## config.mk

```make
export PLATFORM = sky130hd
export DESIGN_NAME = pipe_hazard_ctrl
export DESIGN_NICKNAME = d
export VERILOG_FILES = /design/src/rtl/pipe_hazard_ctrl.sv
export SDC_FILE = /design/constraint.sdc
export NUM_CORES = 1
export LEC_CHECK = 0
export CORE_ASPECT_RATIO = 0.7
export CORE_MARGIN = 4
export CORE_UTILIZATION = 29
export DETAILED_ROUTE_END_ITERATION = 7
export GPL_TIMING_DRIVEN = 0
export PLACE_DENSITY_LB_ADDON = 0.05
export SLEW_MARGIN = 20
export SYNTH_ARGS = -nofsm -noshare
export SYNTH_HDL_FRONTEND = slang
export SYNTH_SLANG_ARGS = --single-unit
export TNS_END_PERCENT = 30
```

## constraint.sdc

```tcl
create_clock -name i_clk -period 4.37 [get_ports i_clk]
set_clock_uncertainty 0.1 [all_clocks]
set_input_delay 0.874 -clock i_clk [delete_from_list [all_inputs] [get_ports i_clk]]
set_output_delay 0.874 -clock i_clk [all_outputs]
set_load 0.05 [all_outputs]
```

## src/rtl/pipe_hazard_ctrl.sv

```systemverilog
// Hazard/stall controller for the 5-stage core: stall/flush vectors, forwarding, memory-wait FSM.
// Optional operand forwarding enabled by defining HAZ_FWD_EN; otherwise a full RAW interlock.
module pipe_hazard_ctrl #(
  parameter int REG_AW   = 5,
  parameter int MEM_TMO  = 16,
  parameter int BR_FLUSH = 2,
  parameter int CNT_W    = 8
) (
  input  logic              i_clk,
  input  logic              i_rst,
  input  logic [REG_AW-1:0] i_id_rs1,
  input  logic [REG_AW-1:0] i_id_rs2,
  input  logic              i_id_rs1_use,
  input  logic              i_id_rs2_use,
  input  logic [REG_AW-1:0] i_ex_rd,
  input  logic              i_ex_wr_en,
  input  logic              i_ex_is_load,
  input  logic [REG_AW-1:0] i_mem_rd,
  input  logic              i_mem_wr_en,
  input  logic [REG_AW-1:0] i_wb_rd,
  input  logic              i_wb_wr_en,
  input  logic              i_branch_taken,
  input  logic              i_mem_req,
  input  logic              i_mem_ack,
  input  logic              i_ex_multi,
  input  logic              i_ex_done,
  output logic [4:0]        o_stall,
  output logic [4:0]        o_flush,
  output logic [1:0]        o_fwd_a,
  output logic [1:0]        o_fwd_b,
  output logic              o_mem_tmo,
  output logic [1:0]        o_state
);

  typedef enum logic [1:0] {
    ST_RUN      = 2'd0,
    ST_MEM_WAIT = 2'd1,
    ST_EX_BUSY  = 2'd2
  } state_t;

  localparam logic [4:0] BR_MASK =
    (BR_FLUSH == 3) ? 5'b00111 : 5'b00011;

  state_t           r_state;
  state_t           w_state_nxt;
  logic [CNT_W-1:0] r_cnt;
  logic [CNT_W-1:0] w_cnt_nxt;
  logic [CNT_W-1:0] w_cnt_inc;

  logic w_mem_wait;
  logic w_ex_busy;
  logic w_tmo;
  logic w_load_use;
  logic w_raw;
  logic [1:0] w_fwd_a;
  logic [1:0] w_fwd_b;

  function automatic logic f_hit(
    input logic [REG_AW-1:0] rd,
    input logic              we,
    input logic [REG_AW-1:0] rs,
    input logic              rd_en
  );
    return rd_en && we && (rd != '0) && (rd == rs);
  endfunction

  assign w_mem_wait = i_mem_req && !i_mem_ack;
  assign w_ex_busy  = i_ex_multi && !i_ex_done;
  assign w_cnt_inc  = r_cnt + 1'b1;

  // Timeout fires on the MEM_TMO-th consecutive unacked cycle.
  assign w_tmo = (r_state == ST_MEM_WAIT) && w_mem_wait &&
                 (w_cnt_inc == CNT_W'(MEM_TMO));

  assign w_load_use = i_ex_is_load &&
    (f_hit(i_ex_rd, i_ex_wr_en, i_id_rs1, i_id_rs1_use) ||
     f_hit(i_ex_rd, i_ex_wr_en, i_id_rs2, i_id_rs2_use));

`ifdef HAZ_FWD_EN
  function automatic logic [1:0] f_fwd(input logic [REG_AW-1:0] rs);
    logic [1:0] sel;
    sel = 2'b00;
    if (rs != '0) begin
      if (i_mem_wr_en && (i_mem_rd == rs))
        sel = 2'b01;
      else if (i_wb_wr_en && (i_wb_rd == rs))
        sel = 2'b10;
    end
    return sel;
  endfunction

  assign w_fwd_a = f_fwd(i_id_rs1);
  assign w_fwd_b = f_fwd(i_id_rs2);
  assign w_raw   = w_load_use;
`else
  assign w_fwd_a = 2'b00;
  assign w_fwd_b = 2'b00;
  // Without bypass, ID waits until the producer has left WB.
  assign w_raw = w_load_use ||
    f_hit(i_ex_rd,  i_ex_wr_en,  i_id_rs1, i_id_rs1_use) ||
    f_hit(i_ex_rd,  i_ex_wr_en,  i_id_rs2, i_id_rs2_use) ||
    f_hit(i_mem_rd, i_mem_wr_en, i_id_rs1, i_id_rs1_use) ||
    f_hit(i_mem_rd, i_mem_wr_en, i_id_rs2, i_id_rs2_use) ||
    f_hit(i_wb_rd,  i_wb_wr_en,  i_id_rs1, i_id_rs1_use) ||
    f_hit(i_wb_rd,  i_wb_wr_en,  i_id_rs2, i_id_rs2_use);
`endif

  always_ff @(posedge i_clk) begin
    if (i_rst) begin
      r_state <= ST_RUN;
      r_cnt   <= '0;
    end else begin
      r_state <= w_state_nxt;
      r_cnt   <= w_cnt_nxt;
    end
  end

  always_comb begin
    w_state_nxt = ST_RUN;
    w_cnt_nxt   = '0;
    case (r_state)
      ST_MEM_WAIT: begin
        if (w_mem_wait && !w_tmo) begin
          w_state_nxt = ST_MEM_WAIT;
          w_cnt_nxt   = w_cnt_inc;
        end else if (!w_mem_wait && w_ex_busy) begin
          w_state_nxt = ST_EX_BUSY;
        end
      end
      ST_RUN, ST_EX_BUSY: begin
        if (w_mem_wait) begin
          w_state_nxt = ST_MEM_WAIT;
          w_cnt_nxt   = CNT_W'(1);
        end else if (w_ex_busy) begin
          w_state_nxt = ST_EX_BUSY;
        end
      end
      default: begin
        w_state_nxt = ST_RUN;
        w_cnt_nxt   = '0;
      end
    endcase
  end

  always_comb begin
    o_stall   = 5'b00000;
    o_flush   = 5'b00000;
    o_fwd_a   = w_fwd_a;
    o_fwd_b   = w_fwd_b;
    o_mem_tmo = 1'b0;
    if (i_rst) begin
      o_flush = 5'b11111;
      o_fwd_a = 2'b00;
      o_fwd_b = 2'b00;
    end else if (w_tmo) begin
      o_mem_tmo = 1'b1;
      o_flush   = 5'b01000;
    end else if (w_mem_wait) begin
      o_stall = 5'b01111;
      o_flush = 5'b10000;
    end else if (w_ex_busy) begin
      o_stall = 5'b00111;
      o_flush = 5'b01000;
    end else if (i_branch_taken) begin
      o_flush = BR_MASK;
    end else if (w_raw) begin
      o_stall = 5'b00011;
      o_flush = 5'b00100;
    end
  end

  assign o_state = r_state;

endmodule

```

==> summary.txt <==
Fmax - 236 MHz
Remaining global-route overflow - 0
Final hold viol count - 0
Crit path kind - primary input to primary output
Sw Share - 32.9%
Initial antenna violation count - 0
CTS Hold Buffers Added - 0
CTS Buf Count - 3
Tmin final - 4.23 ns
Port bufs - 48
Vias in the first global route - 1081
Die ar. - 0.00453 mm^2
Reg clk slew, reported paths - 0.05 ns
Max-capacitance violation count - 0
Slew Limit Fails - 0
WL/cell - 13.6 um
Syn Inst Count - 127
Routed Wire Length - 3.12 mm
R2r endpoint - r_cnt[0]
DR vias/cell - 4.59
Global-route wire length before repair - 5.06 mm
CP Max Fanout - 9
Post_cts resized - 2
Reg2reg setup slack - 2.37 ns
Antenna viol nets, final - 0
First-pass DRT Iterations - 4
Setup tns final - 0 ns
Die Height - 57.6 um
Clock Power Share - 29.5%
CTS tree - built
Post-CTS Repair Setup Buffers - 0
Synth Flop Type - dfxtp_1
Setup crit start kind - primary input
# H-tree levels - 1
Clk Tree Root Cell - clkbuf_8
Critical Path AT - 3.26 ns
Crit path from - i_mem_req
Setup Viol. Count Final - 0
Period utilization - 96.8%
Synth Area per Inst - 8.01 um^2
Yosys reg bits - 10
Worst min path class - flop to flop
Clk sink count - 10
Initial Util - 31.3%
Power Dens Cells - 201 mW/mm^2
Psw - 0.107 mW
Worst r2r src - r_cnt[0]
DRC Markers - 0
Dpl hpwl - 2.73 mm
RSZ-0062 raised after global routing - no
Pre-CTS WS - -0.102 ns
P&R area growth vs syn - 58.5%
Data required, critical path - 3.40 ns
Syn Std Cell Area - 0.00102 mm^2
Relative slew margins - 65.0%
Detailed Route Iter0 Violations - 55
CTS Buffer Depth - 2
Most common cell after layout, fill and taps aside - clkdlybuf4s50_1
Ratio of cells with drive above 1 in the final layout - 9.89%
Later-pin clock latency in the skew report - 0.24 ns
Antenna cells - 0
LEAKAGE - 0.595 nW
Number of I/O pins - 55
Async S/R FF share, synth - 0%
Sequential area share after synthesis - 19.7%
Int Power - 0.218 mW
Distinct cells, synth - 38
EDFF count, synth - 0
Crit end category - primary output
Cell depth of the worst flop-to-flop path - 8
Pin count of the biggest net entering global routing - 10
GRT Overall Usage - 14.3%
Final net count - 224
Power share of the combinational group - 41.4%
Ys Warns - 0
Final worst-path setup slack - 0.138 ns
Most frequent cells in the layout - 45 x clkdlybuf4s50_1, 25 x xnor2_1, 10 x xor2_1, 10 x dfxtp_1, 9 x nor2_1
Rows - 17
Maximum vdd ir drop - 0.142 mV
Core footprint - 0.00325 mm^2
Status - finished clean
Sequential power share - 29.1%
Detailed-route via count - 1052
Die Width - 78.8 um
Gpl congestion - 0.909
Crit path to - o_flush[3]
Worst-Margin Slew - 0.523 ns
==> cell type report <==
| type | count | area [um^2] |
|---|---|---|
| well taps | 47 | 58.8 |
| inverters | 2 | 7.51 |
| clock buffers | 3 | 41.3 |
| multi-input cells | 110 | 757 |
| repair buffers | 48 | 480 |
| fillers | 323 | 1640 |
| plain buffers | 9 | 67.6 |
| flip-flops and latches | 10 | 200 |
==> sequential cells by signal, summed over array words and instances, names as in the netlist <==
signal	count
r_cnt	8
o_state	2
==> worst max-delay path, stage by stage <==
cell,delay (ns)
clkdlybuf4s50_1,0.47
nand2_1,0.10
nor4_1,0.40
and4_1,0.26
buf_6,0.14
or2_2,0.12
nand2b_1,0.09
clkdlybuf4s50_1,0.80
==> worst min-delay path by stage <==
stage,startpoint,endpoint,slack [ns],cells after the start
floorplan,r_cnt[7],r_cnt[7],0.39,2
global placement,r_cnt[7],r_cnt[7],0.41,2
detailed placement,o_state[0],r_cnt[0],0.43,1
CTS,r_cnt[7],r_cnt[7],0.44,2
global route,r_cnt[7],r_cnt[7],0.48,2
finish,r_cnt[7],r_cnt[7],0.43,2
==> cells in the mapped netlist, types with 2 or more instances <==
| master | instances | area share, % |
|---|---|---|
| nor4_1 | 3 | 1.8 |
| nor2b_1 | 2 | 1.2 |
| nor3b_1 | 2 | 1.5 |
| a21o_1 | 3 | 2.2 |
| nand2_1 | 8 | 3.0 |
| a21oi_1 | 4 | 2.0 |
| and3_1 | 2 | 1.2 |
| o21a_1 | 2 | 1.5 |
| or2_2 | 2 | 1.2 |
| ha_1 | 2 | 2.5 |
| xnor2_1 | 25 | 22 |
| dfxtp_1 | 10 | 20 |
| buf_4 | 7 | 5.2 |
| nand4_1 | 4 | 2.5 |
| nand3_1 | 4 | 2.0 |
| nor3_1 | 6 | 3.0 |
| o22ai_1 | 2 | 1.2 |
| nor2_1 | 9 | 3.3 |
| inv_1 | 2 | 0.74 |
| xor2_1 | 10 | 8.6 |
==> power groups by stage <==
stage / Sequential (mW) / Clock, mW / Combinational, mW
4_1_cts: 0.0942 / 0.100 / 0.134
3_3_place_gp: 0.0959 / 0 / 0.134
2_1_floorplan: 0.0980 / 0 / 0.0693
5_1_grt: 0.0945 / 0.103 / 0.142
6_report: 0.0943 / 0.0957 / 0.134
3_5_place_dp: 0.0960 / 0 / 0.135
==> metrics by stage <==
step                utilization [%]  instances  cell area (um^2)  power (mW)  hold slack, ns
finish                         49.6        229              1610       0.324           0.433
global placement               48.3        226              1570       0.230           0.407
global route                   49.6        229              1610       0.340           0.485
detailed placement             48.3        226              1570       0.231           0.428
CTS                            49.5        229              1610       0.329           0.443
floorplan                         -        131              1030       0.167           0.391
==> layer usage <==
layer / share of wire, % / global-route usage [%] / vias up
li1: - / - / 547
met1: 52 / 20.7 / 462
met2: 41 / 20.4 / 40
met3: 7.4 / 4.57 / 3
met4: 0.48 / 2.99 / 0
met5: 0 / 0 / -
==> cell families (layout without fill, tap and decap cells) <==
group | count (synthesis) | in the layout | synth area share, %
compound gates | 17 | 17 | 12.1
xor+xnor | 35 | 35 | 30.1
fa+ha+maj | 2 | 2 | 2.46
buf+inv | 11 | 62 | 7.38
flops | 10 | 10 | 19.7
other cells | 1 | 5 | 0.369
simple gates | 51 | 51 | 27.9
No activity file was read; power rests on OpenSTA's default activity.
